<file path="src/rtl/servo_pkg.sv">
// Shared constants, position-to-width table and slot FSM encoding for the
// four-channel servo frame scheduler.
package servo_pkg;

  localparam int unsigned NUM_CH    = 4;
  localparam int unsigned SLOT_CYC  = 250_000;
  localparam int unsigned RAMP_STEP = 5_000;
  localparam int unsigned WIDTH_W   = 17;
  localparam int unsigned POS_W     = 3;
  localparam int unsigned CH_W      = 2;
  localparam int unsigned NUM_POS   = 5;
  localparam int unsigned MID_POS   = 2;
  localparam int unsigned STATE_W   = 1;

  typedef logic [STATE_W-1:0] state_t;

  localparam state_t PULSE_HI = 1'b0;
  localparam state_t PULSE_LO = 1'b1;

  // Position n maps to (n+1) tenths of a slot: 25k/50k/75k/100k/125k at 250k-cycle slots.
  function automatic logic [WIDTH_W-1:0] pos_to_width(input logic [POS_W-1:0] pos,
                                                      input int unsigned slot_cyc);
    int unsigned w;
    w = (32'(pos) + 32'd1) * (slot_cyc / 32'd10);
    return WIDTH_W'(w);
  endfunction

  function automatic logic pos_legal(input logic [POS_W-1:0] pos);
    return 32'(pos) < NUM_POS;
  endfunction

endpackage

</file>
<file path="src/rtl/servo_ramp.sv">
// Per-channel slew limiter: at each frame boundary cur_w steps toward tgt_w
// by at most STEP cycles and then holds for the whole frame.
module servo_ramp
  import servo_pkg::*;
#(
  parameter int unsigned STEP   = servo_pkg::RAMP_STEP,
  parameter int unsigned INIT_W = 75_000
) (
  input  logic               clk,
  input  logic               rst,
  input  logic               boundary,
  input  logic [WIDTH_W-1:0] tgt_w,
  output logic [WIDTH_W-1:0] cur_w
);

  localparam logic [WIDTH_W-1:0] STEP_W = WIDTH_W'(STEP);

  logic               up_c;
  logic [WIDTH_W-1:0] diff_c;
  logic [WIDTH_W-1:0] delta_c;
  logic [WIDTH_W-1:0] next_c;

  // Step is min(STEP, |tgt - cur|), so the ramp lands exactly on the target.
  always_comb begin
    up_c    = tgt_w > cur_w;
    diff_c  = up_c ? (tgt_w - cur_w) : (cur_w - tgt_w);
    delta_c = (diff_c > STEP_W) ? STEP_W : diff_c;
    next_c  = up_c ? (cur_w + delta_c) : (cur_w - delta_c);
  end

  always_ff @(posedge clk or posedge rst) begin
    if (rst) begin
      cur_w <= WIDTH_W'(INIT_W);
    end else if (boundary) begin
      cur_w <= next_c;
    end
  end

endmodule

</file>
<file path="src/rtl/servo_frame_sched.sv">
// Servo frame scheduler: one PWM pulse per channel per frame, each in its own
// slot, with a single-entry command buffer applied at frame boundaries.
module servo_frame_sched
  import servo_pkg::*;
#(
  parameter int unsigned NUM_CH    = servo_pkg::NUM_CH,
  parameter int unsigned SLOT_CYC  = servo_pkg::SLOT_CYC,
  parameter int unsigned RAMP_STEP = servo_pkg::RAMP_STEP
) (
  input  logic              CLK,
  input  logic              RST,
  input  logic              cmd_valid,
  output logic              cmd_ready,
  input  logic [CH_W-1:0]   cmd_ch,
  input  logic [POS_W-1:0]  cmd_pos,
  output logic [NUM_CH-1:0] PWM,
  output logic [NUM_CH-1:0] busy,
  output logic              frame_tick,
  output logic              err
);

  localparam int unsigned CNT_W      = $clog2(SLOT_CYC);
  localparam int unsigned SLOT_IDX_W = $clog2(NUM_CH);
  localparam int unsigned INIT_W     = 32'(pos_to_width(POS_W'(MID_POS), SLOT_CYC));

  // Frame position of the cycle currently on the outputs.
  logic                  run;
  logic [CNT_W-1:0]      cnt;
  logic [CNT_W-1:0]      cnt_nxt;
  logic [SLOT_IDX_W-1:0] slot;
  logic [SLOT_IDX_W-1:0] slot_nxt;
  state_t                state;
  state_t                state_nxt;
  logic                  boundary_c;
  logic [NUM_CH-1:0]     pwm_nxt;

  // Command buffer and per-channel widths.
  logic                  pending;
  logic                  pending_nxt;
  logic [CH_W-1:0]       pend_ch;
  logic [WIDTH_W-1:0]    pend_w;
  logic                  accept_c;
  logic                  legal_c;
  logic [WIDTH_W-1:0]    tgt_w   [NUM_CH];
  logic [WIDTH_W-1:0]    tgt_nxt [NUM_CH];
  logic [WIDTH_W-1:0]    cur_w   [NUM_CH];

  always_ff @(posedge CLK or posedge RST) begin
    if (RST) begin
      state <= PULSE_HI;
      cnt   <= '0;
      slot  <= '0;
      run   <= 1'b0;
    end else begin
      state <= state_nxt;
      cnt   <= cnt_nxt;
      slot  <= slot_nxt;
      run   <= 1'b1;
    end
  end

  // The first edge after reset lands on frame cycle 0 instead of advancing.
  always_comb begin
    cnt_nxt   = '0;
    slot_nxt  = '0;
    state_nxt = PULSE_HI;
    if (run) begin
      if (cnt == CNT_W'(SLOT_CYC - 1)) begin
        slot_nxt  = (slot == SLOT_IDX_W'(NUM_CH - 1)) ? '0 : slot + SLOT_IDX_W'(1);
        state_nxt = PULSE_HI;
      end else begin
        cnt_nxt   = cnt + CNT_W'(1);
        slot_nxt  = slot;
        state_nxt = state;
        if (state == PULSE_HI && 32'(cnt_nxt) == 32'(cur_w[slot])) begin
          state_nxt = PULSE_LO;
        end
      end
    end
    boundary_c = (slot_nxt == '0) && (cnt_nxt == '0);
    pwm_nxt    = '0;
    if (state_nxt == PULSE_HI) begin
      pwm_nxt[slot_nxt] = 1'b1;
    end
  end

  // Only the entry pending before the boundary edge is applied at that edge.
  always_comb begin
    accept_c    = cmd_valid && cmd_ready;
    legal_c     = pos_legal(cmd_pos);
    pending_nxt = pending;
    if (accept_c && legal_c) begin
      pending_nxt = 1'b1;
    end else if (boundary_c) begin
      pending_nxt = 1'b0;
    end
    for (int k = 0; k < NUM_CH; k++) begin
      tgt_nxt[k] = tgt_w[k];
    end
    if (boundary_c && pending) begin
      tgt_nxt[pend_ch] = pend_w;
    end
  end

  always_ff @(posedge CLK or posedge RST) begin
    if (RST) begin
      pending    <= 1'b0;
      pend_ch    <= '0;
      pend_w     <= '0;
      cmd_ready  <= 1'b0;
      err        <= 1'b0;
      frame_tick <= 1'b0;
      PWM        <= '0;
      busy       <= '0;
      for (int k = 0; k < NUM_CH; k++) begin
        tgt_w[k] <= WIDTH_W'(INIT_W);
      end
    end else begin
      pending    <= pending_nxt;
      cmd_ready  <= !pending_nxt;
      err        <= accept_c && !legal_c;
      frame_tick <= boundary_c;
      PWM        <= pwm_nxt;
      if (accept_c && legal_c) begin
        pend_ch <= cmd_ch;
        pend_w  <= pos_to_width(cmd_pos, SLOT_CYC);
      end
      for (int k = 0; k < NUM_CH; k++) begin
        tgt_w[k] <= tgt_nxt[k];
        busy[k]  <= cur_w[k] != tgt_w[k];
      end
    end
  end

  // Ramps see the post-update target so a new command slews in the same frame.
  for (genvar k = 0; k < NUM_CH; k++) begin : g_ch
    servo_ramp #(
      .STEP   (RAMP_STEP),
      .INIT_W (INIT_W)
    ) u_ramp (
      .clk      (CLK),
      .rst      (RST),
      .boundary (boundary_c),
      .tgt_w    (tgt_nxt[k]),
      .cur_w    (cur_w[k])
    );
  end

endmodule

</file>
<file path="config.mk">
export PLATFORM = sky130hd
export DESIGN_NAME = servo_frame_sched
export DESIGN_NICKNAME = d
export VERILOG_FILES = /design/src/rtl/servo_pkg.sv /design/src/rtl/servo_ramp.sv /design/src/rtl/servo_frame_sched.sv
export SDC_FILE = /design/constraint.sdc
export NUM_CORES = 1
export LEC_CHECK = 0
export BUFFER_PORTS_ARGS = -buffer_cell sky130_fd_sc_hd__buf_2
export CAP_MARGIN = 0
export CORE_MARGIN = 5
export CORE_UTILIZATION = 44
export CTS_CLUSTER_DIAMETER = 120
export DETAILED_ROUTE_END_ITERATION = 16
export GPL_TIMING_DRIVEN = 0
export PLACE_DENSITY_LB_ADDON = 0.25
export SLEW_MARGIN = 20
export SYNTH_ARGS = -nofsm -noshare
export SYNTH_HDL_FRONTEND = slang
export SYNTH_SLANG_ARGS = --single-unit
</file>
<file path="constraint.sdc">
create_clock -name CLK -period 11.3 [get_ports CLK]
set_input_delay 2.26 -clock CLK [delete_from_list [all_inputs] [get_ports CLK]]
set_output_delay 2.26 -clock CLK [all_outputs]
set_load 0.05 [all_outputs]
</file>
After elaboration in Yosys (flattened, before gate mapping)
Cells that the tools add are included.
W data, S select, Z words.
{ "totals": {"ff_bits": 186, "in_bits": 8, "out_inout_bits": 11, "word_cells": 108} }
{ "op_classes": {"add_sub_neg": 19, "multipliers": 1, "magnitude_cmp": 14, "n_eq_ne": 7, "mux": 32, "n_bitwise": 3, "n_reduce_logical": 12} }
{ "op_table": {"columns": ["cell", "n"], "rows": [
  ["$mux W17", 15],
  ["$sub A17 B17 Y17", 12],
  ["$add A17 B17 Y17", 4],
  ["$bwmux W68", 1],
  ["$gt A17 B13 Y1 const B", 4],
  ["$gt A17 B17 Y1", 4],
  ["$mux W68", 1],
  ["$ne A17 B17 Y1", 4],
  ["$mux W18", 2],
  ["$bmux W17 S2", 1],
  ["$demux W17 S2", 1],
  ["$add A18 B1 Y18 const B", 1],
  ["$eq A18 B17 Y1", 1],
  ["$eq A18 B18 Y1 const B", 1],
  ["$logic_not A18 Y1", 1],
  ["$mul A4 B12 Y14 const B", 1],
  ["$logic_and A1 B1 Y1", 8],
  ["$ge A3 B3 Y1 const B", 2],
  ["$mux W1", 6],
  ["$mux W2", 3],
  ["$not A2 Y3", 2],
  ["$add A3 B1 Y4 const B", 1],
  ["$mux W4", 1],
  ["$lt A2 B3 Y1 const B", 1],
  ["9 further kinds", 10]
]} }

Longest topological paths before layout
Gate-level depths: netlist of the first run.
{ "depth": {"depth_word": 14, "ltp_mapped": 52} }

Modules after synthesis
Synthesis of the first run repeated with hierarchy kept, for this count alone.
{ "unflattened": {"cells_unflattened": 2829, "hier_area_um2": 23447.5} }
{ "by_module_without_submodules": {"columns": ["module", "n_inst", "cells_per_inst", "area_each_um2"], "rows": [
  ["servo_ramp at g_ch[0].u_ramp ...", 3, 556, 4205.3],
  ["servo_frame_sched", 1, 573, 6711.4],
  ["servo_ramp at g_ch[3].u_ramp", 1, 588, 4120.2]
]} }

Worst setup path before layout of the first run
OpenSTA, ideal clock, no wires.
{ "synth_path": {"kind": "flip-flop to flip-flop", "from": "register cnt[0]", "to": "register g_ch[0].u_ramp.cur_w[16]", "t_arrival_ns": 9.521, "required_ns": 11.235, "path_slack_ns": 1.714, "stages_incl_launch_ff": 49, "synth_period_minus_slack_ns": 9.586, "path_cell_list": "dfrtp_1 -> ha_1 -> and3_1 -> nand3_1 -> xor2_1 -> and4_1 -> nand4_1 -> nor3_1 -> a31oi_1 -> or3_1 -> buf_2 -> clkinv_2 -> nand2_2 -> nor3_4 -> buf_4 -> mux2_2 -> ha_1 -> clkbuf_1 -> [13 not listed] -> ha_1 -> nand3_1 -> or2_0 -> clkbuf_1 -> or3_1 -> a211oi_1 -> a31oi_1 -> nand3_1 -> ha_1 -> and3_1 -> a211o_1 -> a21o_1 -> a21oi_1 -> o21ai_0 -> a31oi_1 -> nand3_1 -> mux2_2 -> nand3_1"} }
{ "synth_between": {"elab_chain_cells": 13} }
{ "synth_rtl": {"columns": ["element", "line", "rtl"], "rows": [
  ["start, declared", "servo_frame_sched.sv:28", "logic [CNT_W-1:0] cnt;"],
  ["start signal, assigned", "servo_frame_sched.sv:56", "cnt <= cnt_nxt;"],
  ["$add A18 B1 Y18 / $eq A18 B18 Y1 (equally long branches)", "servo_frame_sched.sv:72, servo_frame_sched.sv:68", null],
  ["$mux W18 / $mux W2 (equally long branches)", "servo_frame_sched.sv:68", "if (cnt == CNT_W'(SLOT_CYC - 1)) begin"],
  ["$mux W18 / $mux W2 (equally long branches)", "servo_frame_sched.sv:67", "if (run) begin"],
  ["$logic_not A18 Y1 / $logic_not A2 Y1 (equally long branches)", "servo_frame_sched.sv:80", "boundary_c = (slot_nxt == '0) && (cnt_nxt == '0);"],
  ["$logic_and A1 B1 Y1 *", "servo_frame_sched.sv:80", null],
  ["named net boundary_c", "servo_frame_sched.sv:34", "logic boundary_c;"],
  ["$logic_and A1 B1 Y1 *", "servo_frame_sched.sv:100", "if (boundary_c && pending) begin"],
  ["$mux W68 *", "servo_frame_sched.sv:100", null],
  ["named net g_ch[0].u_ramp.tgt_w[13]", "servo_ramp.sv:12", "input logic [WIDTH_W-1:0] tgt_w,"],
  ["$sub A17 B17 Y17 / $gt A17 B17 Y1 (equally long branches)", "servo_ramp.sv:26, servo_ramp.sv:25", null],
  ["$mux W17", "servo_ramp.sv:26", "diff_c = up_c ? (tgt_w - cur_w) : (cur_w - tgt_w);"],
  ["$gt A17 B13 Y1", "servo_ramp.sv:27", "delta_c = (diff_c > STEP_W) ? STEP_W : diff_c;"],
  ["$mux W17", "servo_ramp.sv:27", null],
  ["$sub A17 B17 Y17 / $add A17 B17 Y17 (equally long branches)", "servo_ramp.sv:28", "next_c = up_c ? (cur_w + delta_c) : (cur_w - delta_c);"],
  ["$mux W17 *", "servo_ramp.sv:28", null],
  ["end signal, assigned", "servo_ramp.sv:33", "cur_w <= WIDTH_W'(INIT_W);"],
  ["end signal, assigned", "servo_ramp.sv:35", "cur_w <= next_c;"],
  ["end, declared", "servo_ramp.sv:13", "output logic [WIDTH_W-1:0] cur_w"]
]} }
Mark *: on every way through the listed nets, which the timed path passes. The rest lies on a longest branch.
A chain may end at the register's enable or synchronous reset.

Worst setup path after layout of the first run
Same ends and word-level chain as after synthesis.

==> results.cfg, run 1 <==
[clock_tree]
cts_tree = built
htree_levels = 4
clock_latency_ps = 460
clk_pin_slew_ps = 80
cts.sinks = 186
hold_buffers = 0
clockRootBuffer = clkbuf_16
cts_max_path_buffers = 2
cts_inserted_buffers = 17

[yosys]
syn_area_um2 = 20860
synthAdderAreaFrac_pct = 14.63
ys_seq_area_share_pct = 22.70
synthCells = 2509
ys.flop_type = dfrtp_1
synthArstFlopShare_pct = 100.0
ys_warn_count = 0
synthXorXnorAreaFrac_pct = 10.29
synthSimpleGateAreaFrac_pct = 19.36
synth-compound-area-share_pct = 19.60
syn-num-nets = 2753
synth-seq-cells = 186
syn_area_per_cell_um2 = 8.313
synth_edf_count = 0
synth_top_area_cell = dfrtp_1
yosys-top-cells-area = dfrtp_1 (15%), ha_1 (13%), dfstp_2 (8.1%), xnor2_1 (6.6%), nand2_1 (4.2%)
synth_cell_types = 108
synth_top_family_by_area = compound AO/OA/AOI/OAI gates
muxShareOfSynthArea_pct = 7.469
synth_top_area_share_pct = 14.64

[die]
initial_core_util_pct = 44.61
pin_count = 19
die_h_um = 227.7
core_um2 = 46750
fp.dieW_um = 227.7
core.rowCount = 79
die-area_um2 = 51860

[global_routing]
grt_max_degree = 99
grt-busiest-layer = met2
grt_pass1_vias = 17980
grt_overflow = 0
grt_pass1_wl_um = 102300
use_met3_pct = 2.994
grtUsageTotal_pct = 24.25
antenna_found_initial = 1
use_met1_pct = 34.98
grtUsageMet2_pct = 38.76

[critical_path]
critPathMostFrequentCell = nand3_1
crit_path_max_fanout = 10
required_ps = 11690
worstPathArrival_ps = 11310
crit_slowest_cell = or3_4
slowest_delay_ps = 450
critPathLaunchType = flip-flop
end_kind = flip-flop
critPathKind = reg2reg

[finish]
layout_common_cells = nand2_1 (234), ha_1 (222), inv_1 (170), o21ai_0 (159), nor2_1 (157)
stdcell_count = 3178
area_delta_synth_final_pct = 8.908
drive_gt1_share_pct = 14.66
diodes = 0
mostFrequentLayoutCell = nand2_1
fin_nets = 2802
fillers = 4514

[timing]
final_max_slew_viol_count = 0
period_needed_ps = 10920
tightestPinTransition_ps = 968.2
fin_ws_ps = 376.7
setup_viol = 0
finalCritPeriodShare_pct = 96.67
final-hold-violation-count = 0
clock.fmax_mhz = 91.55
relSlewSlack_pct = 35.46
finalClockSkew_ps = 18.45

[detailed_routing]
ant_nets = 0
vias = 18940
wire_per_inst_um = 20.50
via_per_inst = 5.958
wirelength_um = 65140
drtIter0Drc = 1937
dr.pass1.iters = 5
drc_errors = 0

[place]
io_buffers = 18
dp_hpwl_um = 51920
dp.cells = 3135
dpl_worst_slack_ps = -506.4
gp_congestion = 0.9397

[outcome]
run_status = complete, no violations

[hold_path]
hp-class = reg2reg

[job]
cap_viol_max_count = 0
path summary, 6_finish.rpt:
| check | startpoint | to | slack [ps] | depth (start not counted) |
|---|---|---|---|---|
| max in group asynchronous | RST | tgt_w[5] | 8430 | 3 |
| min in group asynchronous | RST | PWM[2] | 1900 | 2 |
| min | cnt[0] | cnt[0] | 510 | 1 |
| min reg2reg | cnt[0] | cnt[0] | 510 | 1 |
| max reg2reg | cnt[0] | g_ch[0].u_ramp.cur_w[16] | 380 | 49 |
| max | cnt[0] | g_ch[0].u_ramp.cur_w[16] | 380 | 49 |
flip-flops by register name, summed over array words and instances, names as in the netlist:
register	cells
PWM	4
busy	4
cmd_ready	1
cnt	18
err	1
frame_tick	1
g_ch.u_ramp.cur_w	68
pend_ch	2
pend_w	14
pending	1
run	1
slot	2
state	1
tgt_w	68
synthesized netlist by cell type, types with 11 or more instances:
library cell,number
mux4_2,18
o21a_1,15
inv_1,171
a21oi_1,134
ha_1,223
and2_1,28
or3_1,15
and3_1,25
nor2_1,159
o21ai_0,165
a211oi_1,15
nor2b_1,50
dfstp_2,64
fa_1,13
o21bai_1,13
nand4_1,41
nand2_1,236
buf_2,43
a21o_1,65
xor2_1,84
nor3_1,51
xnor2_1,156
o211ai_1,20
mux2_2,60
dfrtp_1,122
a31oi_1,27
nor4_1,23
o31ai_1,17
nand2b_1,43
nand3_1,75
clkbuf_1,45
mux2i_1,44
buf_4,12
o21ai_1,19
a221oi_1,11
worst max-delay path: cells and delay by family (launching register included):
kind / cells / cell delay [ps]
AOI/OAI and AO/OA: 12 / 2480
DFF: 1 / 410
and+or+nand+nor: 22 / 4350
adders and majority gates: 4 / 1010
xor gates and xnor gates: 1 / 240
muxes: 2 / 680
buffers and inverters: 8 / 1630
metal layers:
metal	share of wire [%]	vias to the layer above
li1	-	8998
met1	47	9269
met2	45	586
met4	2.8	2
met5	0.035	-
met3	5.5	81
metrics by stage:
| step | hold WS, ps | TNS (ps) | cell area [µm²] | util (%) |
|---|---|---|---|---|
| floorplan | 486.8 | 0 | 20860 | - |
| global placement | 524.2 | -1351 | 21710 | 46.43 |
| detailed placement | 528.3 | -1944 | 21740 | 46.50 |
| CTS | 539.1 | 0 | 22460 | 48.04 |
| global route | 521.6 | -26.31 | 22720 | 48.59 |
| finish | 507.3 | 0 | 22720 | 48.59 |
logic make-up (layout without fill, tap and decap cells):
kind of cell	count (synthesis)	count (layout)
AND/OR/NAND/NOR	803	803
AO/OA/AOI/OAI	623	623
buffers and inverters	293	355
XOR/XNOR	242	242
adder cells (fa/ha/maj)	236	236
flip-flops	186	186
multiplexers	125	125
other	1	1
area by class of cell:
class	count	area (µm²)	area share (%)
Timing Repair Buffer	32	215.2	0.9474
Buffer	108	549.3	2.418
Inverter	183	698.2	3.074
Sequential cell	186	4736	20.85
Clock inverter	14	176.4	0.7766
Clock buffer	18	439.2	1.933
Multi-Input combinational cell	2030	15140	66.66
Tap cell	607	759.5	3.343
what timing repair did:
action | CTS | global route
endpoints found under the hold margin | 0 | 0
setup buffers | 5 | 8
pin swaps | 3 | 10
gates resized for setup | 12 | 47
endpoints found under the setup margin | 8 | 23
Power of run 1 is left out: the tool's default activity adds up to more than one toggle a clock period on the data nets, which glitch-free logic cannot reach.
==> run 2, diff against run 1 <==
--- a/config.mk
+++ b/config.mk
@@ -7,12 +7,12 @@
 export LEC_CHECK = 0
 export BUFFER_PORTS_ARGS = -buffer_cell sky130_fd_sc_hd__buf_2
 export CAP_MARGIN = 0
+export CORE_ASPECT_RATIO = 1.2
 export CORE_MARGIN = 5
 export CORE_UTILIZATION = 44
 export CTS_CLUSTER_DIAMETER = 120
 export DETAILED_ROUTE_END_ITERATION = 16
 export GPL_TIMING_DRIVEN = 0
-export PLACE_DENSITY_LB_ADDON = 0.25
 export SLEW_MARGIN = 20
 export SYNTH_ARGS = -nofsm -noshare
 export SYNTH_HDL_FRONTEND = slang
==> constraint.sdc (replaced) <==
create_clock -name CLK -period 11.3 [get_ports CLK]
set_input_delay 2.26 -clock CLK [delete_from_list [all_inputs] [get_ports CLK]]
set_output_delay 2.26 -clock CLK [all_outputs]
set_load 0.1 [all_outputs]
==> run 2 against run 1 <==
Effect of this change: register-to-register slack gained 20 ps; hold slack got worse by 2.5 ps; cell count increased by 0.41%; sequential share of layout area about the same.
==> results.cfg, run 2 (synthesis gave the netlist of run 1 again) <==
[outcome]
run_status = complete, no violations

[timing]
finalClockSkew_ps = 15.18
fin_ws_ps = 395.7
clock.fmax_mhz = 91.71
relSlewSlack_pct = 40.34
period_needed_ps = 10900
setup_viol = 0
final_max_slew_viol_count = 0
finalCritPeriodShare_pct = 96.50
tightestPinTransition_ps = 880.9
final-hold-violation-count = 0
hold_ws_ps = 504.7

[global_routing]
grt_max_degree = 86
grt_pass1_vias = 18080
antenna_found_initial = 2
grtUsageTotal_pct = 24.80
grt_overflow = 0
grt_pass1_wl_um = 103100

[critical_path]
critPathLaunchType = flip-flop
required_ps = 11720
end_kind = flip-flop
crit_slowest_cell = dfrtp_2
crit_path_max_fanout = 10
path_delay_family = compound AO/OA/AOI/OAI gates
critPathMostFrequentCell = a21oi_1
worstPathArrival_ps = 11330
slowest_delay_ps = 410
r2r_slack_ps = 400
critPathBufInv = 6
critPathKind = reg2reg

[hold_path]
hp-class = reg2reg

[die]
die-area_um2 = 51880
core.rowCount = 87
pin_count = 19
initial_core_util_pct = 44.46
fp.dieW_um = 208.8
die_h_um = 248.5
core_um2 = 46920

[finish]
area_delta_synth_final_pct = 9.088
reg_top3 = g_ch.u_ramp.cur_w (68), tgt_w (68), cnt (18)
fin_area_um2 = 22750
fin_nets = 2799
stdcell_count = 3191
diodes = 0
layout_common_cells = nand2_1 (234), ha_1 (221), inv_1 (170), o21ai_0 (162), nor2_1 (157)
mostFrequentLayoutCell = nand2_1
drive_gt1_share_pct = 14.64

[detailed_routing]
wirelength_um = 66370
drtIter0Drc = 1334
via_per_inst = 5.845
vias = 18650
dr.pass1.iters = 5
ant_nets = 0
drc_errors = 0
wire_per_inst_um = 20.80

[clock_tree]
htree_levels = 4
cts.sinks = 186
cts_max_path_buffers = 2
cts_inserted_buffers = 17
clockRootBuffer = clkbuf_16
cts_tree = built
hold_buffers = 0
clock_latency_ps = 480
clk_pin_slew_ps = 90

[place]
gp_congestion = 0.9335
dp_hpwl_um = 52870
io_buffers = 18
dpl_worst_slack_ps = -511.0
dpl_cell_area_um2 = 21790
dp.cells = 3152

[job]
cap_viol_max_count = 0
-- run 2: cell types whose count changed in the layout (fill, tap and decap cells not counted), sizes merged --
cell | previous run | this run
clkbuf | 64 | 62
inv | 189 | 187
buf | 94 | 93
clkinv | 7 | 8
clkinvlp | 0 | 1
-- run 2: final timing paths --
kind                            startpoint  depth (start not counted)                        to
max in group asynchronous              RST                          3                  tgt_w[6]
worst max register to register      cnt[0]                         48  g_ch[0].u_ramp.cur_w[16]
worst min-delay path                cnt[0]                          1                    cnt[0]
worst max-delay path                cnt[0]                         48  g_ch[0].u_ramp.cur_w[16]
min in group asynchronous              RST                          2                   cnt[11]
worst min register to register      cnt[0]                          1                    cnt[0]
-- run 2: repair_timing --
action                                  in CTS  in global routing
buffers inserted                             5                  7
resized for setup                            9                 48
endpoints found under the setup margin       8                 18
pin swaps                                    5                  8
-- run 2: metrics by stage --
stage,util [%],setup TNS [ps]
final,48.50,0
after global routing,48.50,-35.66
after CTS,47.93,0
after detailed placement,46.44,-1815
after global placement,46.31,-1602
after floorplan,-,0
-- run 2: area by class of cell --
cell class	count	area (µm²)
fillers	4572	24160
multi-input cells	2030	15140
flip-flops and latches	186	4736
well taps	623	779.5
inverters	183	700.7
plain buffers	105	540.5
clock buffers	18	439.2
repair buffers	32	235.2
clock inverters	14	177.7
-- run 2: layer usage --
layer | vias up | wire [µm] | track usage, %
li1 | 8983 | - | -
met1 | 9083 | 28350 | 31.13
met4 | 2 | 2799 | 9.959
met2 | 465 | 32660 | 43.37
met5 | - | 11 | 0
met3 | 117 | 2551 | 2.824
Power of run 2 is left out for the same reason.
==> run 3, diff against run 2 <==
--- a/config.mk
+++ b/config.mk
@@ -12,8 +12,7 @@
 export CORE_UTILIZATION = 44
 export CTS_CLUSTER_DIAMETER = 120
 export DETAILED_ROUTE_END_ITERATION = 16
-export GPL_TIMING_DRIVEN = 0
-export SLEW_MARGIN = 20
+export GPL_TIMING_DRIVEN = 1
 export SYNTH_ARGS = -nofsm -noshare
 export SYNTH_HDL_FRONTEND = slang
 export SYNTH_SLANG_ARGS = --single-unit
==> run 3 against run 2 <==
Effect of this change: via count fell by 2.6%; critical path type unchanged; critical endpoint unchanged; global-route usage decreased by 1.5 points; hold slack improved by 40 ps.
==> results.cfg, run 3 (synthesis gave the netlist of run 1 again) <==
[outcome]
run_status = complete, no violations

[clock_tree]
htree_levels = 4
clock_latency_ps = 470
hold_buffers = 0
cts.sinks = 186
clockRootBuffer = clkbuf_16
clk_pin_slew_ps = 80
cts_inserted_buffers = 17
cts_max_path_buffers = 2
cts_tree = built

[critical_path]
critPathKind = reg2reg
critPathLaunchType = flip-flop
end_kind = flip-flop
worstPathArrival_ps = 11130
path_delay_family = simple AND/OR/NAND/NOR gates
required_ps = 11710
crit_slowest_cell = dfrtp_1
critPathBufInv = 2
crit_path_max_fanout = 14
slowest_delay_ps = 440

[timing]
clock.fmax_mhz = 93.34
relSlewSlack_pct = 33.04
final_max_slew_viol_count = 0
fin_setup_tns_ps = 0
period_needed_ps = 10710
finalClockSkew_ps = 17.52
final-hold-violation-count = 0
finalCritPeriodShare_pct = 94.81
hold_ws_ps = 545.1
setup_viol = 0
tightestPinTransition_ps = 991.4

[detailed_routing]
drc_errors = 0
vias = 18160
drtIter0Drc = 1216
wire_per_inst_um = 20.00
wirelength_um = 62170
dr.pass1.iters = 5
ant_nets = 0
via_per_inst = 5.842

[global_routing]
grt_overflow = 0
grt_pass1_wl_um = 98170
grtUsageTotal_pct = 23.32
grt_max_degree = 81
antenna_found_initial = 1
grt_pass1_vias = 17700

[finish]
area_delta_synth_final_pct = 6.071
stdcell_count = 3109
reg_top3 = g_ch.u_ramp.cur_w (68), tgt_w (68), cnt (18)
drive_gt1_share_pct = 12.63
diodes = 0
fin_nets = 2717
layout_common_cells = nand2_1 (234), ha_1 (222), inv_1 (170), o21ai_0 (163), nor2_1 (159)
mostFrequentLayoutCell = nand2_1
fillers = 4554

[place]
dp.cells = 3071
dp_hpwl_um = 49270
gp_congestion = 0.9395
io_buffers = 18

[job]
cap_viol_max_count = 0

[die]
core.rowCount = 87
die-area_um2 = 51880
die_h_um = 248.5
core_um2 = 46920
pin_count = 19
fp.dieW_um = 208.8
initial_core_util_pct = 44.46

[hold_path]
hp-class = reg2reg
-- run 3: repair_timing --
action | 4_1_cts | 5_1_grt
gates resized for setup | 0 | 29
setup buffers | 0 | 6
setup endpoints to repair | 0 | 14
-- run 3: per-stage QoR --
stage                     area, µm²  worst slack, ps  util (%)
final                         22120            585.9     47.16
after floorplan               20860             1714         -
after CTS                     21960            134.9     46.82
after global placement        21420            471.2     45.66
after global routing          22120           -94.52     47.16
after detailed placement      21420            194.0     45.66
-- run 3: layout make-up --
| cell class | instances | area, µm² | area share [%] |
|---|---|---|---|
| Inverter | 183 | 696.9 | 3.150 |
| Clock buffer | 22 | 444.2 | 2.008 |
| Sequential cell | 186 | 4735 | 21.40 |
| Tap cell | 623 | 779.5 | 3.523 |
| Clock inverter | 10 | 98.84 | 0.4468 |
| Timing Repair Buffer | 55 | 367.9 | 1.663 |
| Multi-Input combinational cell | 2030 | 15000 | 67.81 |
-- run 3: per-layer routing --
metal | global-route usage, % | wire (µm) | up-vias
met2 | 41.45 | 31110 | 426
met3 | 2.320 | 2110 | 90
li1 | - | - | 8836
met1 | 29.76 | 27100 | 8810
met5 | 0 | 0 | -
met4 | 7.423 | 1858 | 0
-- run 3: path summary, 6_finish.rpt --
| check | from | endpoint | slack [ps] | cells past startpoint |
|---|---|---|---|---|
| setup / recovery | cnt[0] | g_ch[0].u_ramp.cur_w[16] | 590 | 44 |
| setup reg to reg | cnt[0] | g_ch[0].u_ramp.cur_w[16] | 590 | 44 |
| min in group asynchronous | RST | busy[0] | 1880 | 2 |
| max in group asynchronous | RST | g_ch[0].u_ramp.cur_w[12] | 8120 | 3 |
| hold reg to reg | cnt[0] | cnt[0] | 550 | 1 |
| hold / removal | cnt[0] | cnt[0] | 550 | 1 |
Power of run 3 is left out for the same reason.
